$ cat src/rtl/spi_peripheral_rx.sv
// Receive-only SPI Mode 0 peripheral: oversamples SCLK/COPI/CS_n on clk and delivers MSB-first bytes.
// Optional DC-bit capture alongside each byte when SPI_PERIPH_DC_CAPTURE_EN is defined.
`timescale 1ns/1ps

module spi_peripheral_rx #(
    parameter int unsigned SYNC_STAGES = 2
) (
    input  logic        clk,
    input  logic        rst,
    input  logic        spi_sclk,
    input  logic        spi_copi,
    input  logic        spi_cs_n,
`ifdef SPI_PERIPH_DC_CAPTURE_EN
    input  logic        spi_dc,
    output logic        data_dc,
`endif
    output logic [7:0]  data_out,
    output logic        data_valid,
    input  logic        data_ready,
    output logic        overrun,
    output logic        frame_error,
    output logic        frame_active,
    output logic [15:0] frame_bytes
);

    localparam int unsigned BYTE_W  = 8;
    localparam int unsigned CNT_W   = 3;
    localparam int unsigned FRAME_W = 16;

    localparam logic [0:0] ST_IDLE  = 1'b0;
    localparam logic [0:0] ST_SHIFT = 1'b1;

    // Synchronisers reset to the idle pin levels so reset release never looks like an edge
    logic [SYNC_STAGES-1:0] sclk_sync;
    logic [SYNC_STAGES-1:0] copi_sync_r;
    logic [SYNC_STAGES-1:0] cs_sync;
    logic                   sclk_hist;
    logic                   cs_hist;

    always_ff @(posedge clk) begin
        if (rst) begin
            sclk_sync   <= '0;
            copi_sync_r <= '0;
            cs_sync     <= '1;
            sclk_hist   <= 1'b0;
            cs_hist     <= 1'b1;
        end else begin
            sclk_sync   <= {sclk_sync[SYNC_STAGES-2:0], spi_sclk};
            copi_sync_r <= {copi_sync_r[SYNC_STAGES-2:0], spi_copi};
            cs_sync     <= {cs_sync[SYNC_STAGES-2:0], spi_cs_n};
            sclk_hist   <= sclk_sync[SYNC_STAGES-1];
            cs_hist     <= cs_sync[SYNC_STAGES-1];
        end
    end

    logic sclk_s;
    logic copi_s;
    logic cs_s;
    logic sclk_rise;
    logic cs_fall;
    logic cs_rise;

    assign sclk_s    = sclk_sync[SYNC_STAGES-1];
    assign copi_s    = copi_sync_r[SYNC_STAGES-1];
    assign cs_s      = cs_sync[SYNC_STAGES-1];
    assign sclk_rise = sclk_s & ~sclk_hist;
    assign cs_fall   = ~cs_s & cs_hist;
    assign cs_rise   = cs_s & ~cs_hist;

`ifdef SPI_PERIPH_DC_CAPTURE_EN
    logic [SYNC_STAGES-1:0] dc_sync;
    logic                   dc_s;
    logic                   data_dc_d;

    always_ff @(posedge clk) begin
        if (rst) begin
            dc_sync <= '0;
            data_dc <= 1'b0;
        end else begin
            dc_sync <= {dc_sync[SYNC_STAGES-2:0], spi_dc};
            data_dc <= data_dc_d;
        end
    end

    assign dc_s = dc_sync[SYNC_STAGES-1];
`endif

    logic [0:0]         state;
    logic [0:0]         state_d;
    logic [CNT_W-1:0]   bit_cnt;
    logic [CNT_W-1:0]   bit_cnt_d;
    logic [BYTE_W-2:0]  shreg;
    logic [BYTE_W-2:0]  shreg_d;
    logic [BYTE_W-1:0]  data_out_d;
    logic               data_valid_d;
    logic               overrun_d;
    logic               frame_error_d;
    logic               frame_active_d;
    logic [FRAME_W-1:0] frame_bytes_d;

    always_ff @(posedge clk) begin
        if (rst) begin
            state        <= ST_IDLE;
            bit_cnt      <= '0;
            shreg        <= '0;
            data_out     <= '0;
            data_valid   <= 1'b0;
            overrun      <= 1'b0;
            frame_error  <= 1'b0;
            frame_active <= 1'b0;
            frame_bytes  <= '0;
        end else begin
            state        <= state_d;
            bit_cnt      <= bit_cnt_d;
            shreg        <= shreg_d;
            data_out     <= data_out_d;
            data_valid   <= data_valid_d;
            overrun      <= overrun_d;
            frame_error  <= frame_error_d;
            frame_active <= frame_active_d;
            frame_bytes  <= frame_bytes_d;
        end
    end

    // Next-state: shifting, byte hand-off with overrun, and frame bookkeeping
    always_comb begin
        state_d        = state;
        bit_cnt_d      = bit_cnt;
        shreg_d        = shreg;
        data_out_d     = data_out;
        data_valid_d   = data_valid;
        overrun_d      = 1'b0;
        frame_error_d  = 1'b0;
        frame_active_d = frame_active;
        frame_bytes_d  = frame_bytes;
`ifdef SPI_PERIPH_DC_CAPTURE_EN
        data_dc_d      = data_dc;
`endif

        if (data_valid && data_ready) begin
            data_valid_d = 1'b0;
        end

        case (state)
            ST_IDLE: begin
                if (cs_fall) begin
                    state_d        = ST_SHIFT;
                    bit_cnt_d      = '0;
                    shreg_d        = '0;
                    frame_bytes_d  = '0;
                    frame_active_d = 1'b1;
                end
            end
            ST_SHIFT: begin
                if (sclk_rise) begin
                    shreg_d   = {shreg[BYTE_W-3:0], copi_s};
                    bit_cnt_d = bit_cnt + CNT_W'(1);
                    if (bit_cnt == CNT_W'(BYTE_W - 1)) begin
                        if (frame_bytes != {FRAME_W{1'b1}}) begin
                            frame_bytes_d = frame_bytes + FRAME_W'(1);
                        end
                        if (!data_valid || data_ready) begin
                            data_out_d   = {shreg, copi_s};
                            data_valid_d = 1'b1;
`ifdef SPI_PERIPH_DC_CAPTURE_EN
                            data_dc_d    = dc_s;
`endif
                        end else begin
                            overrun_d = 1'b1;
                        end
                    end
                end
                // A byte completing on the same cycle as CS_n rise is not a framing error
                if (cs_rise) begin
                    state_d        = ST_IDLE;
                    frame_active_d = 1'b0;
                    frame_error_d  = (bit_cnt_d != '0);
                    bit_cnt_d      = '0;
                    shreg_d        = '0;
                end
            end
            default: begin
                state_d = ST_IDLE;
            end
        endcase
    end

endmodule

$ cat config.mk
export PLATFORM = sky130hd
export DESIGN_NAME = spi_peripheral_rx
export DESIGN_NICKNAME = d
export VERILOG_FILES = /design/src/rtl/spi_peripheral_rx.sv
export SDC_FILE = /design/constraint.sdc
export NUM_CORES = 1
export LEC_CHECK = 0
export ABC_AREA = 1
export CAP_MARGIN = 25
export CORE_MARGIN = 8
export CORE_UTILIZATION = 35
export DETAILED_ROUTE_END_ITERATION = 10
export SYNTH_ARGS = -nofsm -noshare
export SYNTH_HDL_FRONTEND = slang
export SYNTH_SLANG_ARGS = --single-unit
$ cat constraint.sdc
create_clock -name clk -period 3.45 [get_ports clk]
set_input_delay 0.69 -clock clk [delete_from_list [all_inputs] [get_ports clk]]
set_output_delay 0.69 -clock clk [all_outputs]
set_load 0.02 [all_outputs]
== Word level (Yosys, flattened, before mapping) ==
Cells that the tools add are included.
Widths: inputs -> output; s select.
Operators by class
  add/subtract/negate cells: 2
  equality and inequality tests: 8
  muxes and demuxes: 26
  bitwise gates (word level): 10
  reduce and logical (&&, ||, !) cells: 10
Operators with widths (count)
  $mux 16: 4
  $pmux 16 s2: 1
  $mux 7: 3
  $add 16x1->16 const B: 1
  $ne 16x16->1 const B: 1
  $pmux 7 s2: 1
  $mux 3: 4
  $mux 1: 10
  $reduce_and 4->1: 2
  $not 1->1: 7
  $ne 2x2->1 const B: 3
  $pmux 3 s2: 1
  $ne 2x1->1 const B: 2
  $pmux 1 s2: 2
  $reduce_and 2->1: 2
  $reduce_or 4->1: 1
  $add 3x1->3 const B: 1
  $and 1x1->1: 3
  $eq 3x3->1 const B: 1
  $ne 3x3->1 const B: 1
  $reduce_bool 3->1: 1
  $reduce_or 3->1: 1
  $logic_and 1x1->1: 1
  $logic_not 1->1: 1
  $logic_or 1x1->1: 1
Word-level totals
  register bits after elaboration: 47
  input port bits: 6
  output and inout bits: 28

== Logic depth before layout (Yosys ltp) ==
  depth in word-level cells: 6
  mapped depth: 11
  gate-level depth less buffers: 11

== Least setup slack after synthesis ==
Ideal clock, no wire load.
  path type: flip-flop to flip-flop
  start point: register frame_bytes[1]
  end point: register frame_bytes[14]
  library setup time: 113 ps
  data arrival time: 1456 ps
  slack: 1881 ps
  cell stages (with the launch flop): 10
  buffers on the path: 1
  clock period less this slack: 1569 ps
  cells stage by stage: dfxtp_1 ha_1 nand2_1 nor2_1 nand4_2 nand2_2 nand2_4 buf_6 nand3_1 nand2_1
On the way
  cells in the longest elaborated chain, start to end: 5
  elaborated cells between the ends (all ways): 8
  classes of those cells: add/sub: 1; eq/ne: 2; mux: 4; reduce/logical: 1
RTL lines
  start, declared: line 23  | output logic [15:0] frame_bytes
  start signal, assigned: line 121  | frame_bytes <= frame_bytes_d;
  $add 16x1->16: line 160  | frame_bytes_d = frame_bytes + FRAME_W'(1);
  $mux 16: line 159  | if (frame_bytes != {FRAME_W{1'b1}}) begin
  $mux 16: line 158  | if (bit_cnt == CNT_W'(BYTE_W - 1)) begin
  $mux 16: line 155  | if (sclk_rise) begin
  $pmux 16 s2: line 144  | case (state)
Parallel ways exist; a longest one is shown, timed or not. The select of a mux whose other input is x is not followed.
A chain may end at the register's enable or synchronous reset.

== Final worst setup path ==
  start point: register frame_bytes[3]
  end point: output frame_bytes[3]
No word-level cell between the ends.

==> impl_metrics.yaml <==
worst_setup_path:
  critical-path-max-stage-delay_ns: 0.65
  rrSetupSlack_ns: 1.48
  path_delay_family: "buffers and inverters"
  cp-end-kind: "primary output"
  crit_cells: 1
  cp_max_fo: 6
  path_buf_inv: 1
  crit_chain: "clkdlybuf4s50_1"
  startpoint_type: "flip-flop"
  worstPathRequired_ns: 2.76
  path_class: "reg -> out"
  reg2reg_depth: 5
  cp.arrival_ns: 1.39
  cpMaxStageDelayCell: "clkdlybuf4s50_1"
placement:
  dp_hpwl_um: 3640
  gp_congestion: 0.849
  placement.io_buffers: 33
timing:
  setup_viol: 0
  rsz0062_at_grt: "no"
  slew_violations: 0
  finClkSkew_ns: 0.00764
  tightest_slew_ns: 0.547
  fmax_ghz: 0.480
  max_slew_margin_pct: 63.5
  finalHoldViolations: 0
  finalCritPeriodShare_pct: 60.4
  hold_slack_ns: 0.408
  final.min_clock_period_ns: 2.08
  setup_tns_ns: 0
floorplan:
  dieArea_sq_mm: 0.00922
  core.rowCount: 29
  die_x_um: 96.0
  die_y_um: 96.0
  core_sq_mm: 0.00628
  io_pins: 34
  start_util_pct: 35.7
hold_path:
  min_path_type: "reg -> reg"
  hold_depth: 2
drt:
  wirelength_um: 5040
  drtIter0Drc: 127
  viasPerCell: 4.68
  first_pass_iters: 4
  vias: 1985
  wl_per_cell_um: 11.9
  drc: 0
  ant_nets: 0
cells_and_area:
  nNetsFinal: 356
  drive_gt1_share_pct: 8.07
  n_antenna_cell: 0
  nFillCells: 650
  syn_to_final_growth_pct: 20.8
yosys:
  ys_async_sr_fraction_pct: 0
  syn_inst: 317
  yosys_warnings: 0
  yosysUniqueCellTypes: 34
  avgSynthCellArea_sq_um: 7.07
  synthFlopType: "dfxtp_1"
  synth_edf_count: 0
  netlist_area_sq_mm: 0.00224
  synth_nets: 326
  synth-seq-cells: 47
  ys_seq_area_share_pct: 42.0
clock_network:
  ctsHoldBuffers: 0
  clock-root-buffer: "clkbuf_8"
  clk_pin_slew_worst_paths_ns: 0.09
  clock_latency_ns: 0.29
  h-tree-depth: 2
  cts_resized: 0
  cts_buffers: 5
  cts_buffer_depth: 2
  post_cts_buffers: 0
  cts_tree: "yes"
  cts_sinks: 47
run_status:
  outcome: "finished, final reports clean"
run:
  cap_violations: 0
global_route:
  antenna_found_initial: 0
  track_usage_pct: 12.0
  grt_max_degree: 26
  grt_pass1_vias: 1944
  gr-total-overflow: 0
  grt_pass1_wl_um: 8790
pwr:
  vdd_ir_drop_max_mv: 0.188
  p_per_area_mw_per_mm2: 377
  p_leak_nw: 1.09
## power breakdown
group	internal, W	leakage [nW]	switching [W]
sequential	0.000556	0.382	0.0000117
clock	0.000212	0.0502	0.000179
combinational	0.0000234	0.661	0.0000395
## through the flow
| step | power [W] | worst slack [ns] | cell area (sq um) | std cells | utilization (%) |
|---|---|---|---|---|---|
| 2_1_floorplan | 0.000626 | 1.88 | 2240 | 317 | - |
| 3_3_place_gp | 0.000643 | 1.33 | 2600 | 417 | 41.4 |
| 3_5_place_dp | 0.000644 | 1.30 | 2600 | 417 | 41.4 |
| 4_1_cts | 0.00104 | 1.36 | 2710 | 424 | 43.1 |
| 5_1_grt | 0.00107 | 1.17 | 2710 | 424 | 43.1 |
| 6_report | 0.00102 | 1.37 | 2710 | 424 | 43.1 |
## layout make-up
class / instances / area [sq um] / share of cell area [%]
Clock inverter: 2 / 37.5 / 1.39
Inverter: 36 / 135 / 4.99
Sequential cell: 47 / 941 / 34.8
Clock buffer: 5 / 68.8 / 2.54
Tap cell: 77 / 96.3 / 3.56
Timing Repair Buffer: 34 / 338 / 12.5
Multi-Input combinational cell: 223 / 1090 / 40.3
## worst paths after layout
check,endpoint,startpoint
max,frame_bytes[3],frame_bytes[3]
min,copi_sync_r[1],copi_sync_r[0]
max reg2reg,shreg[1],state
min reg2reg,copi_sync_r[1],copi_sync_r[0]
## synth_stat cells, types with 3 or more instances
master | n | area share, %
nor3_1 | 3 | 0.67
nand2_1 | 73 | 12
a21oi_1 | 19 | 4.2
ha_1 | 3 | 1.7
xor2_1 | 4 | 1.6
clkbuf_1 | 4 | 0.67
nor2_1 | 56 | 9.4
dfxtp_1 | 47 | 42
nor2_2 | 4 | 1.1
nor2_4 | 4 | 2.0
o21ai_1 | 4 | 0.89
inv_1 | 33 | 5.5
o21ai_0 | 12 | 2.7
nand3_1 | 21 | 4.7
buf_6 | 4 | 2.0
## flip-flops by register name, indices dropped and copies added (netlist names), 2 cells and up
register     count
bit_cnt          3
copi_sync_r      2
cs_sync          2
data_out         8
frame_bytes     16
sclk_sync        2
shreg            7
## placed cells by master (no fill, tap or decap), types with 5 or more instances in the layout
master	count
clkdlybuf4s50_1	33
a21oi_1	19
clkbuf_8	5
nor2_1	56
nand3_1	21
nand2_1	73
inv_1	33
dfxtp_1	47
o21ai_0	12
## cells by family (layout without fill, tap and decap cells)
kind of cell	after synthesis	count (layout)	share of synthesized area (%)
and+or+nand+nor	173	173	34.3
DFF	47	47	42.0
muxes	2	2	0.893
xor gates and xnor gates	5	5	1.95
buffers and inverters	47	77	9.37
adders and majority gates	3	3	1.67
AOI/OAI and AO/OA	40	40	9.82
## per-layer routing
metal	up-vias	global-route usage (%)	share of wire, %	wire, um
li1	1055	-	-	-
met1	889	14.2	48	2410
met2	37	20.4	47	2350
met3	4	2.96	4.6	232
met4	0	4.23	1.1	54
met5	-	0	0	0
(Power assumes the default switching activity.)
